[src/rtl/ml_dma_requester.sv]
// rtl/ml_dma_requester.sv - word-by-word copy engine driving the ML port of the UltraRAM controller
module ml_dma_requester #(
    parameter int ADDR_W    = 32,
    parameter int DATA_W    = 32,
    parameter int LEN_W     = 16,
    parameter int ADDR_STEP = 32,
    parameter int TIMEOUT   = 255
) (
    input  logic              clk,
    input  logic              rst_n,
    input  logic              start,
    input  logic [ADDR_W-1:0] src_addr,
    input  logic [ADDR_W-1:0] dst_addr,
    input  logic [LEN_W-1:0]  length,
    input  logic              abort,
    output logic              busy,
    output logic              done,
    output logic              error,
    output logic [LEN_W-1:0]  words_done,
    output logic [ADDR_W-1:0] ml_addr,
    output logic [DATA_W-1:0] ml_data_in,
    output logic              ml_we,
    output logic              ml_re,
    input  logic [DATA_W-1:0] ml_data_out,
    input  logic              ml_ready
);

    localparam logic [2:0] S_IDLE  = 3'd0;
    localparam logic [2:0] S_RD    = 3'd1;
    localparam logic [2:0] S_GAP_R = 3'd2;
    localparam logic [2:0] S_WR    = 3'd3;
    localparam logic [2:0] S_GAP_W = 3'd4;
    localparam logic [2:0] S_FIN   = 3'd5;

    localparam int WD_W = $clog2(TIMEOUT + 1);
    localparam logic [ADDR_W-1:0] STEP    = ADDR_W'(ADDR_STEP);
    localparam logic [WD_W-1:0]   WD_LAST = WD_W'(TIMEOUT - 1);

    logic [2:0]        r_state;
    logic [ADDR_W-1:0] r_src;
    logic [ADDR_W-1:0] r_dst;
    logic [LEN_W-1:0]  r_len;
    logic [DATA_W-1:0] r_hold;
    logic [WD_W-1:0]   r_wd;
    logic              r_busy;
    logic              r_done;
    logic              r_error;
    logic [LEN_W-1:0]  r_words;
    logic [ADDR_W-1:0] r_addr;
    logic [DATA_W-1:0] r_data_in;
    logic              r_we;
    logic              r_re;

    logic w_last;
    logic w_wd_expired;

    assign w_last       = (r_words + LEN_W'(1)) == r_len;
    assign w_wd_expired = (r_wd == WD_LAST);

    always_ff @(posedge clk) begin
        if (!rst_n) begin
            r_state   <= S_IDLE;
            r_src     <= '0;
            r_dst     <= '0;
            r_len     <= '0;
            r_hold    <= '0;
            r_wd      <= '0;
            r_busy    <= 1'b0;
            r_done    <= 1'b0;
            r_error   <= 1'b0;
            r_words   <= '0;
            r_addr    <= '0;
            r_data_in <= '0;
            r_we      <= 1'b0;
            r_re      <= 1'b0;
        end else begin
            r_done <= 1'b0;
            case (r_state)
                S_IDLE: begin
                    if (start) begin
                        r_src   <= src_addr;
                        r_dst   <= dst_addr;
                        r_len   <= length;
                        r_words <= '0;
                        r_error <= 1'b0;
                        r_busy  <= 1'b1;
                        r_wd    <= '0;
                        if (length == '0) begin
                            r_state <= S_FIN;
                        end else begin
                            r_state <= S_RD;
                            r_re    <= 1'b1;
                            r_addr  <= src_addr;
                        end
                    end
                end
                // A completing beat always wins over abort and the watchdog.
                S_RD: begin
                    if (ml_ready) begin
                        r_hold  <= ml_data_out;
                        r_src   <= r_src + STEP;
                        r_re    <= 1'b0;
                        r_state <= abort ? S_FIN : S_GAP_R;
                    end else if (abort) begin
                        r_re    <= 1'b0;
                        r_state <= S_FIN;
                    end else if (w_wd_expired) begin
                        r_re    <= 1'b0;
                        r_error <= 1'b1;
                        r_state <= S_FIN;
                    end else begin
                        r_wd <= r_wd + 1'b1;
                    end
                end
                S_GAP_R: begin
                    if (abort) begin
                        r_state <= S_FIN;
                    end else begin
                        r_state   <= S_WR;
                        r_we      <= 1'b1;
                        r_addr    <= r_dst;
                        r_data_in <= r_hold;
                        r_wd      <= '0;
                    end
                end
                S_WR: begin
                    if (ml_ready) begin
                        r_dst   <= r_dst + STEP;
                        r_words <= r_words + 1'b1;
                        r_we    <= 1'b0;
                        r_state <= (abort || w_last) ? S_FIN : S_GAP_W;
                    end else if (abort) begin
                        r_we    <= 1'b0;
                        r_state <= S_FIN;
                    end else if (w_wd_expired) begin
                        r_we    <= 1'b0;
                        r_error <= 1'b1;
                        r_state <= S_FIN;
                    end else begin
                        r_wd <= r_wd + 1'b1;
                    end
                end
                S_GAP_W: begin
                    if (abort) begin
                        r_state <= S_FIN;
                    end else begin
                        r_state <= S_RD;
                        r_re    <= 1'b1;
                        r_addr  <= r_src;
                        r_wd    <= '0;
                    end
                end
                S_FIN: begin
                    r_busy  <= 1'b0;
                    r_done  <= 1'b1;
                    r_state <= S_IDLE;
                end
                default: begin
                    r_state <= S_IDLE;
                    r_re    <= 1'b0;
                    r_we    <= 1'b0;
                    r_busy  <= 1'b0;
                end
            endcase
        end
    end

    assign busy       = r_busy;
    assign done       = r_done;
    assign error      = r_error;
    assign words_done = r_words;
    assign ml_addr    = r_addr;
    assign ml_data_in = r_data_in;
    assign ml_we      = r_we;
    assign ml_re      = r_re;

endmodule
[config.mk]
export PLATFORM = sky130hd
export DESIGN_NAME = ml_dma_requester
export DESIGN_NICKNAME = d
export VERILOG_FILES = /design/src/rtl/ml_dma_requester.sv
export SDC_FILE = /design/constraint.sdc
export NUM_CORES = 1
export LEC_CHECK = 0
export CORE_ASPECT_RATIO = 0.8
export CORE_MARGIN = 4
export CORE_UTILIZATION = 35
export DETAILED_ROUTE_END_ITERATION = 7
export GPL_TIMING_DRIVEN = 0
export MAX_ROUTING_LAYER = met4
export PLACE_DENSITY = 0.64
export SETUP_SLACK_MARGIN = 0.3
export SYNTH_ARGS = -nofsm -noshare
export SYNTH_HDL_FRONTEND = slang
export SYNTH_SLANG_ARGS = --single-unit
[constraint.sdc]
create_clock -name clk -period 1.9 [get_ports clk]
set_input_delay 0.285 -clock clk [delete_from_list [all_inputs] [get_ports clk]]
set_output_delay 0.285 -clock clk [all_outputs]
set_load 0.01 [all_outputs]
==> metrics.md, run 1 <==
| Metric | Value |
|---|---|
| Crit. End Element | `flop` |
| Max cap viols | `0` |
| Maximum achievable frequency | `466 MHz` |
| Post-Synth Simple-Gate Area | `25.7%` |
| Overall Global Routing Usage | `25.5%` |
| Leak | `7.73 nW` |
| CTS tree | `built` |
| Drt total wl | `51.5 mm` |
| Share of synthesized area occupied by flip-flops and latches | `41.2%` |
| Hold Path Depth | `3` |
| Hold buffer count at CTS | `0` |
| Core footprint | `28400 sq um` |
| Run status | `finished with violations` |
| Vias/cell | `6.14` |
| Synth Instances | `1320` |
| Hold Fails Final Rpt | `0` |
| Pre-CTS worst setup slack | `-684 ps` |
| Number of vias in the routed layout | `13000` |
| Placer congestion estimate | `0.937` |
| Buffer cell driving the clock tree root | `sky130_fd_sc_hd__clkbuf_16` |
| Crit share post-route | `113%` |
| Data required time at the worst endpoint | `2300 ps` |
| Initial Utilization | `35.6%` |
| CTS buffer count | `23` |
| Most common library cell in the layout ignoring fill and taps | `sky130_fd_sc_hd__nand2_1` |
| Total power density per cell area | `800 nW/um^2` |
| Maximum number of pins on one net before global-route repair | `13` |
| Wire length of the first global-routing pass | `62.9 mm` |
| Fin Clk Skew | `18.8 ps` |
| Number of storage elements in the synthesis netlist | `208` |
| Worst min-delay path endpoint | `r_dst[31]$_SDFFE_PN0P_` |
| Adder-cell share of the synthesized area | `0.619%` |
| Setup repair after global routing missed its margin | `true` |
| Async SR Flop Fraction | `0%` |
| Synthesized-area fraction occupied by xor and xnor cells | `2.51%` |
| Port-buffer cells | `198` |
| Total number of H-tree levels | `1` |
| Post-synthesis compound-gate area fraction | `24.6%` |
| Violation count after the first detailed-route iteration | `2044` |
| Violated checks | `design-rule violations, negative setup slack` |
| Later-pin clock latency in the skew report | `520 ps` |
| Finish-stage setup viols | `4` |
| Antenna-violating nets left | `0` |
| Number of global-route vias before repair | `10900` |
| Number of top-level design ports | `202` |
| Layout Area Growth over Synthesis | `83.4%` |
| Most used cells in the layout excluding fill and tap cells | `sky130_fd_sc_hd__nand2_1, sky130_fd_sc_hd__dfxtp_1, sky130_fd_sc_hd__clkdlybuf4s50_1` |
| Hold slack | `261 ps` |
| Detailed placement HPWL | `28.7 mm` |
| Yosys warning count | `0` |
| Cell family with most CP delay | `simple AND/OR/NAND/NOR gates` |
| Net count after synthesis | `1442` |
| Slew at the pin closest to its max-slew limit | `1120 ps` |
| Cell area after synthesis | `10100 sq um` |
| Min cycle time layout | `2150 ps` |
| Remaining routing DRC violations | `3` |
| Clock edge transition at the registers on the reported setup and hold paths | `70 ps` |
| Depth of the most critical reg-to-reg path | `8` |
| Number of nets in the finished design | `1856` |
| Buffers from clock root to sink, at most | `3` |
| Area enclosed by the die boundary | `31700 sq um` |
| Setup Total Neg Slack | `-376 ps` |
| Max-slew violation count | `0` |
| Endpoint of the most critical register-to-register path | `r_state[0]$_SDFFE_PN0N_` |
| CP Data Arrival Time | `2540 ps` |
| Top flip-flop cell by instance count after synthesis | `sky130_fd_sc_hd__dfxtp_1` |
| Worst Setup Slack, final | `-246 ps` |
| Series of cell instances along the critical path | `buf_12, and4_1, clkbuf_8, nand4_1, xnor2_1, nor3_1, nand3_1, o41ai_2` |
| Total overflow reported by the global router | `0` |
| Worst r2r src | `words_done[1]$_SDFFE_PN0P_` |
| Share of post-route cells with drive strength above 1 | `42.4%` |
| Maximum fanout count along the critical path | `5` |
| Slack of the worst reg-to-reg path | `-250 ps` |
| Core occupancy in the finished layout | `65.4%` |
| Number of detailed-routing iterations run before antenna repair | `8` |
| Chip Width | `198 um` |
| Post-route total power | `14.8 mW` |
| Mean instance size in the synthesized netlist | `7.65 sq um` |
| Critical path's slowest cell | `sky130_fd_sc_hd__o41ai_2` |
| Worst path bufs/invs | `2` |
| Setup crit start kind | `flop` |
| Floorplan row count | `55` |
| Antenna violations before repair | `3` |
| Die height | `160 um` |
| Worst max-slew margin expressed relative to the limit | `25.1%` |
| Main combinational cell family by area after synthesis | `simple AND/OR/NAND/NOR gates` |
| Slowest stage delay, CP | `440 ps` |
| Kind of critical path | `flop to flop` |
| Clock sink count | `208` |
| Number of enable-type register cells in the synthesized netlist | `0` |
| Worst IR Drop VDD | `0.628 mV` |
| Hold_sp | `rst_n` |
| Type of the most critical hold path | `primary input to flop` |
| Library cells used by synthesis | `74` |
| Per-cell routed wire length | `24.3 um` |
| Multiplexer fraction of the synthesized cell area | `0.508%` |
## metal layers
| layer | GRT usage, % | vias to the layer above | share of wire, % |
|---|---|---|---|
| met4 | 8.04 | 0 | 5.7 |
| met2 | 38.2 | 975 | 45 |
| met3 | 5.15 | 267 | 11 |
| met1 | 34.8 | 6216 | 38 |
| met5 | - | - | 0 |
| li1 | - | 5557 | - |
## through the flow
| stage | cells | cell area, sq um |
|---|---|---|
| final | 2121 | 18500 |
| after global routing | 2121 | 18500 |
| after CTS | 1989 | 15000 |
| after detailed placement | 1888 | 12700 |
| after global placement | 1888 | 12700 |
| after floorplan | 1320 | 10300 |
## cells by family after synthesis
logic type | Yosys count
xor+xnor | 29
fa+ha+maj | 5
simple gates | 563
compound gates | 392
mux | 5
flops | 208
buf+inv | 118
## worst min-delay path, cell delays in order
cell and delay, ps:
sky130_fd_sc_hd__clkbuf_2 230, sky130_fd_sc_hd__o221ai_1 140, sky130_fd_sc_hd__a311oi_1 60
## sequential cells by signal, summed over array words and instances, names as in the netlist, 3 cells and up
| name | count |
|---|---|
| ml_addr | 32 |
| ml_data_in | 32 |
| r_dst | 32 |
| r_hold | 32 |
| r_src | 32 |
| r_len | 16 |
| words_done | 16 |
| r_wd | 8 |
| r_state | 3 |
## synth_stat cells, types with 6 or more instances
cell	number	area share, %
sky130_fd_sc_hd__a31oi_1	7	0.43
sky130_fd_sc_hd__and2_1	8	0.50
sky130_fd_sc_hd__nand2_1	284	11
sky130_fd_sc_hd__xor2_1	9	0.78
sky130_fd_sc_hd__o22ai_1	11	0.68
sky130_fd_sc_hd__dfxtp_1	208	41
sky130_fd_sc_hd__or3_1	6	0.37
sky130_fd_sc_hd__xnor2_1	20	1.7
sky130_fd_sc_hd__a311oi_1	37	3.2
sky130_fd_sc_hd__o221a_2	9	1.0
sky130_fd_sc_hd__nor4_1	6	0.37
sky130_fd_sc_hd__inv_1	6	0.22
sky130_fd_sc_hd__nand4_1	22	1.4
sky130_fd_sc_hd__buf_2	36	1.8
sky130_fd_sc_hd__a211oi_1	20	1.5
sky130_fd_sc_hd__nand2b_1	6	0.37
sky130_fd_sc_hd__o21ai_0	56	2.8
sky130_fd_sc_hd__nor3_1	27	1.3
sky130_fd_sc_hd__nor2_1	118	4.4
sky130_fd_sc_hd__a21oi_1	174	8.6
sky130_fd_sc_hd__clkbuf_1	70	2.6
sky130_fd_sc_hd__nand3_1	33	1.6
sky130_fd_sc_hd__and3_1	10	0.62
sky130_fd_sc_hd__and4_1	8	0.69
sky130_fd_sc_hd__a22oi_1	37	2.7
## where the power goes
group | internal, mW | switching, mW | leakage (nW)
registers | 4.77 | 0.497 | 1.73
clock network | 2.62 | 1.92 | 0.352
logic | 2.52 | 2.48 | 5.65
total | 9.91 | 4.91 | 7.73
## timing repair
item,4_1_cts,5_1_grt
endpoints found under the setup margin,292,264
gates resized for setup,329,631
setup buffers,53,111
pin swaps,47,206
gates cloned,9,18
## worst max-delay path by stage
stage | from | end | slack, ps | depth (start not counted)
2_1_floorplan | words_done[0]$_SDFFE_PN0P_ | r_state[0]$_SDFFE_PN0N_ | 150 | 8
3_3_place_gp | start | r_dst[31]$_SDFFE_PN0P_ | -580 | 7
3_5_place_dp | start | r_dst[31]$_SDFFE_PN0P_ | -680 | 7
4_1_cts | words_done[0]$_SDFFE_PN0P_ | r_state[0]$_SDFFE_PN0N_ | -30 | 8
5_1_grt | words_done[1]$_SDFFE_PN0P_ | r_state[0]$_SDFFE_PN0N_ | -310 | 8
6_report | words_done[1]$_SDFFE_PN0P_ | r_state[0]$_SDFFE_PN0N_ | -250 | 8
## layout make-up
cell class | count | area, sq um
antenna | 3 | 7.51
buffer | 111 | 1230
clock buffer | 35 | 651
clock inverter | 4 | 73.8
fill | 2079 | 9820
inverter | 7 | 26.3
multi-input combinational | 994 | 7580
sequential | 208 | 4280
tap | 370 | 463
timing repair buffer | 389 | 4210
Power figures use the tool's default switching activity.
==> inputs of run 2 (changes only) <==
- CAP_MARGIN: unset -> 10
- HOLD_SLACK_MARGIN: unset -> 0.06
==> results of run 2 <==
Final layout, timing and power as in run 1 (identical DEF).
==> inputs of run 3 (changes only) <==
- SLEW_MARGIN: unset -> 25
==> results of run 3 <==
Final layout, timing and power as in run 1 (identical DEF).
